<file path="config.mk">
export PLATFORM = sky130hd
export DESIGN_NAME = pipelined_adder_nb
export DESIGN_NICKNAME = d
export VERILOG_FILES = /design/src/rtl/pipelined_adder_nb.sv
export SDC_FILE = /design/constraint.sdc
export NUM_CORES = 1
export LEC_CHECK = 0
export ABC_AREA = 1
export CAP_MARGIN = 10
export CORE_MARGIN = 1.5
export CORE_UTILIZATION = 35
export DETAILED_ROUTE_END_ITERATION = 10
export PLACE_DENSITY = 0.62
export SYNTH_ARGS = -nofsm -noshare
export SYNTH_HDL_FRONTEND = slang
export SYNTH_SLANG_ARGS = --single-unit
</file>
<file path="constraint.sdc">
create_clock -name clk -period 9.8 [get_ports clk]
set_input_delay 1.47 -clock clk [delete_from_list [all_inputs] [get_ports clk]]
set_output_delay 1.47 -clock clk [all_outputs]
set_load 0.03 [all_outputs]
</file>
<file path="src/rtl/pipelined_adder_nb.sv">
// pipelined_adder_nb
//   Pipelined N-bit adder/subtractor. The operands are split into SEG-bit
//   segments and one segment is resolved per stage, with the carry
//   registered between stages. Each stage register carries the whole
//   transaction: the operands, the partially built sum and the carry into
//   the next segment. A valid/ready handshake gives per-stage backpressure,
//   and an empty stage always accepts, so bubbles collapse.
//
//   Latency is L = N/SEG cycles. in_ready is combinational from out_ready.
//
// Ports
//   clk        in   clock, rising edge
//   rst_n      in   asynchronous active-low reset
//   in_valid   in   operands valid
//   in_ready   out  block accepts operands this cycle
//   a, b       in   N-bit operands
//   cin        in   carry-in (add) / borrow-in (sub)
//   sub        in   0: a+b+cin, 1: a-b-cin
//   out_valid  out  result valid
//   out_ready  in   downstream accepts the result
//   sum        out  N-bit result
//   cout       out  raw carry out of bit N-1 (sub: 1 = no borrow)
//   ovf        out  signed overflow (carry into MSB ^ carry out)
//
// Build option
//   PIPE_ADD_SAT_EN : when defined, the last stage clamps sum to the
//                     signed max/min on overflow; cout and ovf stay raw.

module pipelined_adder_nb #(
    parameter int N   = 32,
    parameter int SEG = 8
) (
    input  logic         clk,
    input  logic         rst_n,
    input  logic         in_valid,
    output logic         in_ready,
    input  logic [N-1:0] a,
    input  logic [N-1:0] b,
    input  logic         cin,
    input  logic         sub,
    output logic         out_valid,
    input  logic         out_ready,
    output logic [N-1:0] sum,
    output logic         cout,
    output logic         ovf
);

    localparam int L = N / SEG;

    if ((N % SEG) != 0) begin : g_param_check
        $fatal(1, "pipelined_adder_nb: N (%0d) must be a multiple of SEG (%0d)", N, SEG);
    end

    // Stage registers
    logic [N-1:0] a_r [L];
    logic [N-1:0] b_r [L];
    logic [N-1:0] s_r [L];
    logic [L-1:0] c_r;
    logic [L-1:0] v_r;
    logic         ovf_r;

    // Per-stage sources and next values
    logic [N-1:0] a_nx [L];
    logic [N-1:0] b_nx [L];
    logic [N-1:0] s_nx [L];
    logic [L-1:0] c_src;
    logic [L-1:0] c_nx;
    logic [L-1:0] vin;
    logic [L-1:0] rdy;
    logic         ovf_nx;

    logic [SEG-1:0] p_t;
    logic [SEG-1:0] g_t;
    logic [SEG:0]   cc_t;
    logic           rdy_chain;

    // Stage k may load when it is empty or its successor can take its
    // contents; unrolled from the output backwards.
    always_comb begin
        rdy       = '0;
        rdy_chain = out_ready;
        for (int k = L - 1; k >= 0; k--) begin
            rdy_chain = !v_r[k] || rdy_chain;
            rdy[k]    = rdy_chain;
        end
    end

    always_comb begin
        ovf_nx = 1'b0;
        p_t    = '0;
        g_t    = '0;
        cc_t   = '0;
        c_nx   = '0;

        // Stage 0 takes the prepared operands; later stages take the
        // transaction held by their predecessor.
        a_nx[0]  = a;
        b_nx[0]  = sub ? ~b : b;
        s_nx[0]  = '0;
        c_src[0] = sub ? ~cin : cin;
        vin[0]   = in_valid;
        for (int k = 1; k < L; k++) begin
            a_nx[k]  = a_r[k-1];
            b_nx[k]  = b_r[k-1];
            s_nx[k]  = s_r[k-1];
            c_src[k] = c_r[k-1];
            vin[k]   = v_r[k-1];
        end

        for (int k = 0; k < L; k++) begin
            p_t     = a_nx[k][k*SEG +: SEG] ^ b_nx[k][k*SEG +: SEG];
            g_t     = a_nx[k][k*SEG +: SEG] & b_nx[k][k*SEG +: SEG];
            cc_t[0] = c_src[k];
            for (int j = 0; j < SEG; j++) begin
                cc_t[j+1] = g_t[j] | (p_t[j] & cc_t[j]);
            end
            s_nx[k][k*SEG +: SEG] = p_t ^ cc_t[SEG-1:0];
            c_nx[k] = cc_t[SEG];
        end

        // cc_t still holds the chain of the last segment here.
        ovf_nx = cc_t[SEG-1] ^ cc_t[SEG];

`ifdef PIPE_ADD_SAT_EN
        if (ovf_nx) begin
            s_nx[L-1] = s_nx[L-1][N-1] ? {1'b0, {(N-1){1'b1}}} : {1'b1, {(N-1){1'b0}}};
        end
`endif
    end

    always_ff @(posedge clk or negedge rst_n) begin
        if (!rst_n) begin
            v_r   <= '0;
            c_r   <= '0;
            ovf_r <= 1'b0;
            for (int k = 0; k < L; k++) begin
                a_r[k] <= '0;
                b_r[k] <= '0;
                s_r[k] <= '0;
            end
        end else begin
            for (int k = 0; k < L; k++) begin
                if (rdy[k]) begin
                    v_r[k] <= vin[k];
                    if (vin[k]) begin
                        a_r[k] <= a_nx[k];
                        b_r[k] <= b_nx[k];
                        s_r[k] <= s_nx[k];
                        c_r[k] <= c_nx[k];
                    end
                end
            end
            if (rdy[L-1] && vin[L-1]) begin
                ovf_r <= ovf_nx;
            end
        end
    end

    assign in_ready  = rdy[0];
    assign out_valid = v_r[L-1];
    assign sum       = s_r[L-1];
    assign cout      = c_r[L-1];
    assign ovf       = ovf_r;

endmodule

</file>
==> reports/metrics.yaml, run 1 <==
drv_slew: 0
ys_top_cells_by_count: "379 x nand2_1, 185 x dfrtp_1, 138 x nand3_1"
grt_pass1_wl_um: 28840
die_y_um: 156.4
cp_top_family: "adder cells"
drtAntennaViolNets: 0
die_w_um: 156.4
crit_path_cell_trace: "buf_2 -> xnor2_1 -> fa_1 -> fa_1 -> fa_1 -> fa_1 -> fa_1 -> fa_1 -> fa_1 -> inv_1 -> fa_1 -> nand3_1 -> nand2_1"
slew_headroom_pct: 25.44
p_clk_share_pct: 22.4
synth-seq-area-share_pct: 56.24
synth_flop_cell: "dfrtp_1"
htreeDepth: 4
ff_latch_area_sq_um: 4629
intPower_uw: 1779
cts_resized: 0
clkSinkCount: 185
crit_start: "sub"
synth.top_cell.area_share_pct: 56.24
hold_viol: 0
grt.total_usage_pct: 14.91
synth_cell_types: 18
seq_power_share_pct: 43.3
fin_skew_ns: 0.004612
max_stage_delay_ns: 0.68
grt_max_degree: 100
fp.coreArea_sq_um: 22850
crit_arrival_ns: 5.98
fin_setup_tns_ns: 0
start_util_pct: 36.03
setup_violations: 0
cts_tree: "done"
crit_fanout: 33
drc_errors: 0
crit_type: "in2reg"
yosys_warnings: 0
min_from: "s_nx[23]"
clk_latency_ns: 0.42
gp_congestion: 0.7440
ir_worst_vdd_uv: 118.2
r2r-start: "a_nx[24]"
timing.final.ws_setup_ns: 4.132
grt_pass1_vias: 5723
maxCapViolCount: 0
top_layer: "met4"
overflow: 0
nets: 1063
clockRootBuffer: "clkbuf_16"
finalCritPeriodShare_pct: 57.83
ys_top_cells_by_area: "dfrtp_1 56%, nand2_1 17%, nand3_1 8.4%"
worstMarginPinSlew_ns: 1.117
hold_class: "reg2reg"
rsz0062_at_grt: "false"
drive_gt1_share_pct: 4.517
synthesis.area_sq_um: 8232
cp-end-kind: "flop"
p_sw_uw: 1050
switching_share_pct: 37.11
cts_inserted_buffers: 17
post-route-min-period_ns: 5.668
io_pins: 106
avgSynthCellArea_sq_um: 9.280
ys_ff_latch: 185
netlist_instances: 887
rows: 55
drt-wirelength-per-cell_um: 12.99
cts_max_path_buffers: 2
crit_path_frequent_cell: "fa_1"
status: "complete, no violations"
drt_pass1_iterations: 6
syn_nets: 989
pre_cts_slack_ns: 3.612
wl_met3_um: 597
post_cts_buffers: 0
dp_hpwl_um: 11320
holdPathStages: 2
rr_worst_depth: 12
cp_num_buf_inv: 2
grt_antenna_before_repair: 0
n_fill_cell: 2324
postRouteWirelength_um: 16720
p_per_area_nw_per_um2: 283.1
multi_input_area_sq_um: 3189
crit_cells: 13
holdBufCountCts: 0
comb_power_share_pct: 34.3
worstPathRequired_ns: 10.11
cp_slowest_cell: "buf_2"
synth_most_common_cell: "nand2_1"
die-area_sq_um: 24450
num_vias: 5750
io_buffers: 105
syn_to_final_growth_pct: 21.40
viasPerCell: 4.468
clock.fmax_mhz: 176.4
drt-met1-wl_um: 8933
whs_ns: 0.4706
drtIter0Drc: 322
synth_edf_count: 0
path_clk_slew_ns: 0.06
startpoint_type: "input pin"
leakage_uw: 0.005052
async_reset_ff_share_pct: 100.0
met2_length_um: 7014
yosysTopAreaCell: "dfrtp_1"
diodes: 0
==> power by group through the flow <==
stage	logic [uW]	registers, uW	clock network (uW)
global route	1110	1260	686
CTS	992	1230	651
floorplan	567	1300	0
global placement	967	1230	0
detailed placement	988	1240	0
finish	970	1220	635
==> sequential cells by signal, indices dropped and copies added, names as in the netlist <==
| signal | cells |
|---|---|
| b_nx | 48 |
| a_nx | 48 |
| v_r | 4 |
| sum | 32 |
| c_r | 4 |
| s_nx | 48 |
| ovf | 1 |
==> final timing paths <==
kind | slack, ns | to
max | 4.13 | s_nx[71]
min | 0.47 | sum[23]
max reg2reg | 5.94 | sum[31]
min reg2reg | 0.47 | sum[23]
max in group asynchronous | 6.97 | sum[19]
min in group asynchronous | 1.14 | s_nx[66]
==> tightest hold or removal path, cell delays in order (launching register included) <==
cell	delay (ns)
dfrtp_1	0.34
nand2_1	0.05
nand2_1	0.05
==> cell usage in the layout, fill, tap and decap left out, types with 6 or more instances in the layout <==
cell type / n
nand2_1: 379
dfrtp_1: 185
nand3_1: 137
clkdlybuf4s50_1: 102
inv_1: 39
fa_1: 32
xor2_1: 26
clkbuf_16: 17
o21ai_0: 11
xnor2_1: 8
clkinvlp_4: 6
buf_4: 6
==> kinds of logic (layout without fill, tap and decap cells) <==
logic type	count (synthesis)	after routing	share of synthesized area (%)
compound gates	15	15	0.9120
xor+xnor	34	34	3.618
fa+ha+maj	32	32	7.782
buf+inv	95	182	5.107
flops	185	185	56.24
simple gates	526	526	26.34
==> routing by layer <==
layer / GRT usage, % / vias to the layer above
li1: - / 2917
met1: 22.74 / 2720
met2: 21.16 / 101
met3: 3.240 / 12
met4: 4.218 / 0
met5: 0 / -
==> metrics by stage <==
stage          instances  total power, uW  util [%]  area (sq um)
2_1_floorplan        887             1866         -          8232
3_3_place_gp        1255             2200     41.34          9444
3_5_place_dp        1255             2227     41.34          9444
4_1_cts             1287             2870     43.74          9993
5_1_grt             1287             3061     43.74          9993
6_report            1287             2829     43.74          9993
==> final cells by class <==
type	instances	share of cell area, %
flip-flops and latches	185	46.33
multi-input cells	607	31.91
repair buffers	111	10.88
clock buffers	21	4.507
well taps	313	3.919
inverters	39	1.465
clock inverters	11	0.9891
No activity file was read; power rests on OpenSTA's default activity.
==> run 2: changes to the inputs <==
--- a/config.mk
+++ b/config.mk
@@ -10,7 +10,7 @@
 export CORE_MARGIN = 1.5
 export CORE_UTILIZATION = 35
 export DETAILED_ROUTE_END_ITERATION = 10
-export PLACE_DENSITY = 0.62
+export PLACE_DENSITY = 0.64
 export SYNTH_ARGS = -nofsm -noshare
 export SYNTH_HDL_FRONTEND = slang
 export SYNTH_SLANG_ARGS = --single-unit
==> constraint.sdc (replaced) <==
create_clock -name clk -period 4.75 [get_ports clk]
set_input_delay 0.7125 -clock clk [delete_from_list [all_inputs] [get_ports clk]]
set_output_delay 0.7125 -clock clk [all_outputs]
set_load 0.03 [all_outputs]
==> run 2 against run 1 <==
Effect of this change: clock skew up 0.0016 ns; final cell count up 0.23%; flip-flop and latch count unchanged; combinational power up 110%; clock-buffer cell count down 3; first-iteration DRC count up 33%; worst hold slack worse by 0.042 ns; via count up 0.21%; power up 110%; sequential power up 100%; critical path type unchanged; largest cell class unchanged; largest power group unchanged.
==> reports/metrics.yaml, run 2 (synthesis results as in run 1) <==
grt_antenna_before_repair: 0  # unchanged
rows: 55  # unchanged
drtAntennaViolNets: 0  # unchanged
final_common_cell: "nand2_1"
hold_class: "in2async"
drtIter0Drc: 428  # +33%
cts_inserted_buffers: 17  # unchanged
maxCapViolCount: 0  # unchanged
post-route-min-period_ns: 4.482
setup_violations: 0  # unchanged
grt.total_usage_pct: 14.86  # -0.051 points
clock.fmax_mhz: 223.1
cts_tree: "done"
viasPerCell: 4.467  # about the same
worstPathRequired_ns: 5.06  # -5.05 ns
die-area_sq_um: 24450  # unchanged
holdBufCountCts: 0  # unchanged
grt_pass1_vias: 5719  # -0.070%
dpl.cell_count: 1259  # +0.32%
clk_latency_ns: 0.43  # about the same
crit_type: "in2reg"
num_vias: 5762  # +0.21%
fp.coreArea_sq_um: 22850  # unchanged
stdcell_count: 1290  # +0.23%
grt_pass1_wl_um: 28790  # -0.17%
drc_errors: 0  # unchanged
fin_skew_ns: 0.006238  # +0.001626 ns
grt_max_degree: 110  # +10%
syn_to_final_growth_pct: 22.97
cts_resized: 0  # unchanged
drt-wirelength-per-cell_um: 12.84  # -1.2%
postRouteWirelength_um: 16560  # -0.93%
io_buffers: 105  # unchanged
crit_arrival_ns: 4.79  # -1.19 ns
cp-end-kind: "flop"
ir_worst_vdd_uv: 296.5  # +150%
p_per_area_nw_per_um2: 595.7  # +110%
drv_slew: 0  # unchanged
crit_fanout: 1  # -97%
cts_max_path_buffers: 2  # unchanged
start_util_pct: 36.03  # unchanged
startpoint_type: "input pin"
path_clk_slew_ns: 0.06  # about the same
post_cts_buffers: 0  # unchanged
clkSinkCount: 185  # unchanged
finalCritPeriodShare_pct: 94.37
whs_ns: 0.4290  # -0.04160 ns
io_pins: 106  # unchanged
final_cell_mix: "379 x nand2_1, 185 x dfrtp_1, 137 x nand3_1"
status: "complete, no violations"
hold_viol: 0  # unchanged
p_total_uw: 6030  # +110%
diodes: 0  # unchanged
dp_hpwl_um: 11540  # +2.0%
htreeDepth: 4  # unchanged
die_y_um: 156.4  # unchanged
rsz0062_at_grt: "false"
n_fill_cell: 2284  # -1.7%
drt_pass1_iterations: 4  # -2
gp_congestion: 0.7515  # +1.0%
dpl_cell_area_sq_um: 9492  # +0.50%
nets: 1067  # +0.38%
clockRootBuffer: "clkbuf_16"
die_w_um: 156.4  # unchanged
final_area_sq_um: 10120  # +1.3%
slew_headroom_pct: 29.01  # +3.6 points
worstMarginPinSlew_ns: 1.061  # -0.05607 ns
leakage_uw: 0.005124  # +1.4%
drive_gt1_share_pct: 5.220  # +0.70 points
overflow: 0  # unchanged
==> run 2: changes by cell type in the layout (fill, tap and decap cells not counted), moves of 2 or more <==
cell,delta
fa_2,+2
clkbuf_1,-2
buf_4,+3
fa_1,-2
bufinv_16,+4
clkinvlp_4,-3
==> run 2: final cells by class <==
cell class | instances | area (sq um) | share of cell area (%)
sequential | 185 | 4629 | 45.74
clock buffer | 18 | 429.2 | 4.240
tap | 313 | 391.6 | 3.869
multi-input combinational | 607 | 3194 | 31.56
timing repair buffer | 115 | 1130 | 11.16
inverter | 39 | 146.4 | 1.446
clock inverter | 13 | 201.4 | 1.990
==> run 2: stage by stage <==
step	util, %	TNS [ns]	setup WS, ns
after detailed placement	41.54	-0.2190	-0.2190
after global routing	44.30	0	0.08609
after floorplan	-	0	0.04311
after global placement	41.54	-0.1503	-0.1503
final	44.30	0	0.2676
after CTS	44.30	0	0.2336
==> run 2: layer usage <==
metal	vias up	global-route usage, %	share of wire, %
li1	2920	-	-
met1	2714	22.47	53
met2	112	21.40	43
met3	16	2.382	3.2
met4	0	5.442	1.6
met5	-	0	0
==> run 2: worst max-delay path, cell delays in order <==
cell and delay (ns):
clkdlybuf4s50_1 0.43, xnor2_1 0.15, fa_1 0.43, fa_1 0.42, fa_1 0.43, fa_1 0.43
fa_2 0.38, fa_2 0.37, fa_1 0.39, inv_1 0.08, fa_1 0.41, nand3_1 0.09
nand2_1 0.06
==> run 2: power breakdown <==
part           total [uW]  internal, uW  switching [uW]
combinational        2040           798            1240
clock                1500           927             574
sequential           2490          2150             345
==> run 2: final timing paths <==
kind / cells past startpoint / to / startpoint / slack [ns]
min: 1 / s_nx[65] / rst_n / 0.43
max reg2reg: 12 / sum[31] / c_r[2] / 0.82
min in group clk: 2 / sum[2] / sum[2] / 0.47
max: 13 / s_nx[71] / cin / 0.27
max in group asynchronous: 2 / b_nx[88] / rst_n / 3.38
min reg2reg: 2 / sum[2] / sum[2] / 0.47
==> run 3: changes to the inputs <==
--- a/config.mk
+++ b/config.mk
@@ -5,12 +5,13 @@
 export SDC_FILE = /design/constraint.sdc
 export NUM_CORES = 1
 export LEC_CHECK = 0
-export ABC_AREA = 1
 export CAP_MARGIN = 10
+export CELL_PAD_IN_SITES_DETAIL_PLACEMENT = 1
+export CELL_PAD_IN_SITES_GLOBAL_PLACEMENT = 2
 export CORE_MARGIN = 1.5
 export CORE_UTILIZATION = 35
 export DETAILED_ROUTE_END_ITERATION = 10
-export PLACE_DENSITY = 0.64
+export PLACE_DENSITY = 0.81
 export SYNTH_ARGS = -nofsm -noshare
 export SYNTH_HDL_FRONTEND = slang
 export SYNTH_SLANG_ARGS = --single-unit
==> run 3 against run 2 <==
Effect of this change: critical path depth decreased by 1; sequential share of layout area increased by 0.54 points; synthesized cell count decreased by 43%; clock-buffer cell count decreased by 1; largest cell class unchanged.
==> reports/metrics.yaml, run 3 <==
status: "complete, no violations"
clockRootBuffer: "clkbuf_16"
die_y_um: 154.6  # -1.1%
synth_edf_count: 0  # unchanged
synth_flop_cell: "dfrtp_1"
worstMarginPinSlew_ns: 0.9890  # -0.07220 ns
finalCritPeriodShare_pct: 94.46  # about the same
drtAntennaViolNets: 0  # unchanged
diodes: 0  # unchanged
gp_congestion: 0.7119  # -5.3%
drt-wirelength-per-cell_um: 16.39  # +28%
post-route-min-period_ns: 4.487  # +0.004229 ns
synth.top_cell.area_share_pct: 57.56  # +1.3 points
n_fill_cell: 2258  # -1.1%
ir_worst_vdd_uv: 237.5  # -20%
drc_errors: 0  # unchanged
worstPathRequired_ns: 5.06  # about the same
avgSynthCellArea_sq_um: 15.77  # +70%
final_common_cell: "dfrtp_1"
post_cts_buffers: 0  # unchanged
io_buffers: 105  # unchanged
rsz0062_at_grt: "false"
pre_cts_slack_ns: -0.2257  # -0.006691 ns
yosys_warnings: 0  # unchanged
synth-seq-area-share_pct: 57.56  # +1.3 points
clock.fmax_mhz: 222.9  # about the same
syn_nets: 612  # -38%
async_reset_ff_share_pct: 100.0  # unchanged
fp.coreArea_sq_um: 22570  # -1.2%
crit_type: "in2reg"
yosysTopAreaCell: "dfrtp_1"
path_clk_slew_ns: 0.07  # about the same
timing.final.ws_setup_ns: 0.2634  # -0.004229 ns
leakage_uw: 0.004350  # -15%
htreeDepth: 4  # unchanged
viasPerCell: 4.575  # +2.4%
num_vias: 4195  # -27%
fin_skew_ns: 0.007774  # +0.001537 ns
cp-end-kind: "flop"
final_cell_mix: "185 x dfrtp_1, 142 x mux2_2, 103 x clkdlybuf4s50_1"
slew_headroom_pct: 33.84  # +4.8 points
whs_ns: 0.4010  # -0.02801 ns
grt_antenna_before_repair: 0  # unchanged
clk_latency_ns: 0.42  # about the same
synthesis.area_sq_um: 8043  # -2.3%
drv_slew: 0  # unchanged
die-area_sq_um: 23900  # -2.3%
holdBufCountCts: 0  # unchanged
p_per_area_nw_per_um2: 587.3  # -1.4%
multi_input_area_sq_um: 3138  # -1.8%
startpoint_type: "input pin"
cts_max_path_buffers: 2  # unchanged
syn_to_final_growth_pct: 24.38
grt_max_degree: 110  # unchanged
crit_fanout: 1  # unchanged
grt_pass1_vias: 4811  # -16%
drt_pass1_iterations: 4  # unchanged
cts_resized: 0  # unchanged
drive_gt1_share_pct: 33.39  # +28 points
hold_viol: 0  # unchanged
ff_latch_area_sq_um: 4629  # unchanged
clkSinkCount: 185  # unchanged
grt.total_usage_pct: 13.57  # -1.3 points
io_pins: 106  # unchanged
maxCapViolCount: 0  # unchanged
ys_ff_latch: 185  # unchanged
cts_inserted_buffers: 17  # unchanged
crit_arrival_ns: 4.80  # about the same
cts_tree: "done"
drtIter0Drc: 79  # -82%
die_w_um: 154.6  # -1.1%
ys_top_cells_by_count: "185 x dfrtp_1, 142 x mux2_2, 43 x inv_1"
nets: 721  # -32%
rows: 55  # unchanged
dp_hpwl_um: 10180  # -12%
hold_class: "in2async"
grt_pass1_wl_um: 24960  # -13%
synth_most_common_cell: "dfrtp_1"
synth_cell_types: 19  # +1
netlist_instances: 510  # -43%
postRouteWirelength_um: 15030  # -9.2%
ys_top_cells_by_area: "dfrtp_1 58%, mux2_2 20%, fa_1 8.0%"
start_util_pct: 35.63  # -0.40 points
overflow: 0  # unchanged
setup_violations: 0  # unchanged
-- run 3: cell types whose count changed in the layout (fill, tap and decap cells not counted), moves of 4 or more --
| cell | change |
|---|---|
| mux2_2 | +142 |
| nand2b_1 | +5 |
| nand2_1 | -378 |
| inv_1 | +4 |
| nor2_1 | -4 |
| mux2i_1 | +18 |
| clkinv_2 | -4 |
| a21oi_1 | -4 |
| mux2_4 | +20 |
| inv_6 | +4 |
| o21ai_0 | -11 |
| nand3_1 | -137 |
-- run 3: cell type report --
type                            count  area share [%]
Timing Repair Buffer              112           11.14
Clock inverter                     15           1.776
Tap cell                          285           3.565
Sequential cell                   185           46.28
Inverter                           43           1.614
Multi-Input combinational cell    260           31.37
Clock buffer                       17           4.253
-- run 3: path summary, 6_finish.rpt --
path	slack (ns)	end	depth (start not counted)	startpoint
worst max-delay path	0.26	s_nx[71]	12	cin
worst min register to register	0.50	s_nx[19]	1	s_nx[19]
worst min-delay path	0.40	a_nx[89]	1	rst_n
min in group clk	0.50	s_nx[19]	1	s_nx[19]
worst max register to register	0.87	ovf	13	c_r[2]
max in group asynchronous	3.30	a_nx[74]	2	rst_n
-- run 3: per-layer routing --
layer / global-route usage (%) / wire length [um] / vias to the layer above
li1: - / - / 1903
met1: 16.64 / 6625 / 2209
met2: 23.51 / 7643 / 74
met3: 3.614 / 612 / 9
met4: 3.984 / 152 / 0
met5: 0 / 0 / -
-- run 3: logic make-up after synthesis --
| group | synth area share, % |
|---|---|
| compound gates | 0.1400 |
| xor+xnor | 3.702 |
| fa+ha+maj | 7.965 |
| buf+inv | 3.733 |
| flops | 57.56 |
| mux | 26.00 |
| simple gates | 0.9023 |
-- run 3: metrics by stage --
step	instances	cell area [sq um]	setup TNS, ns	total power (uW)	util (%)
after floorplan	510	8060	0	3753	-
after global placement	885	9400	-0.1782	4402	41.65
after detailed placement	885	9400	-0.2257	4527	41.65
after CTS	917	10000	0	6000	44.32
after global routing	917	10000	0	6261	44.32
final	917	10000	0	5875	44.32
-- run 3: report_power, final --
part	internal (uW)	switching, uW
logic	1040	886
clock network	797	651
registers	2170	337
total	4000	1870
-- run 3: critical path, cell delays in order --
cell	delay, ns
clkdlybuf4s50_1	0.41
xnor2_1	0.15
fa_1	0.42
fa_1	0.44
fa_2	0.38
fa_2	0.38
fa_2	0.38
fa_2	0.37
fa_1	0.40
inv_1	0.09
fa_1	0.41
mux2_2	0.26
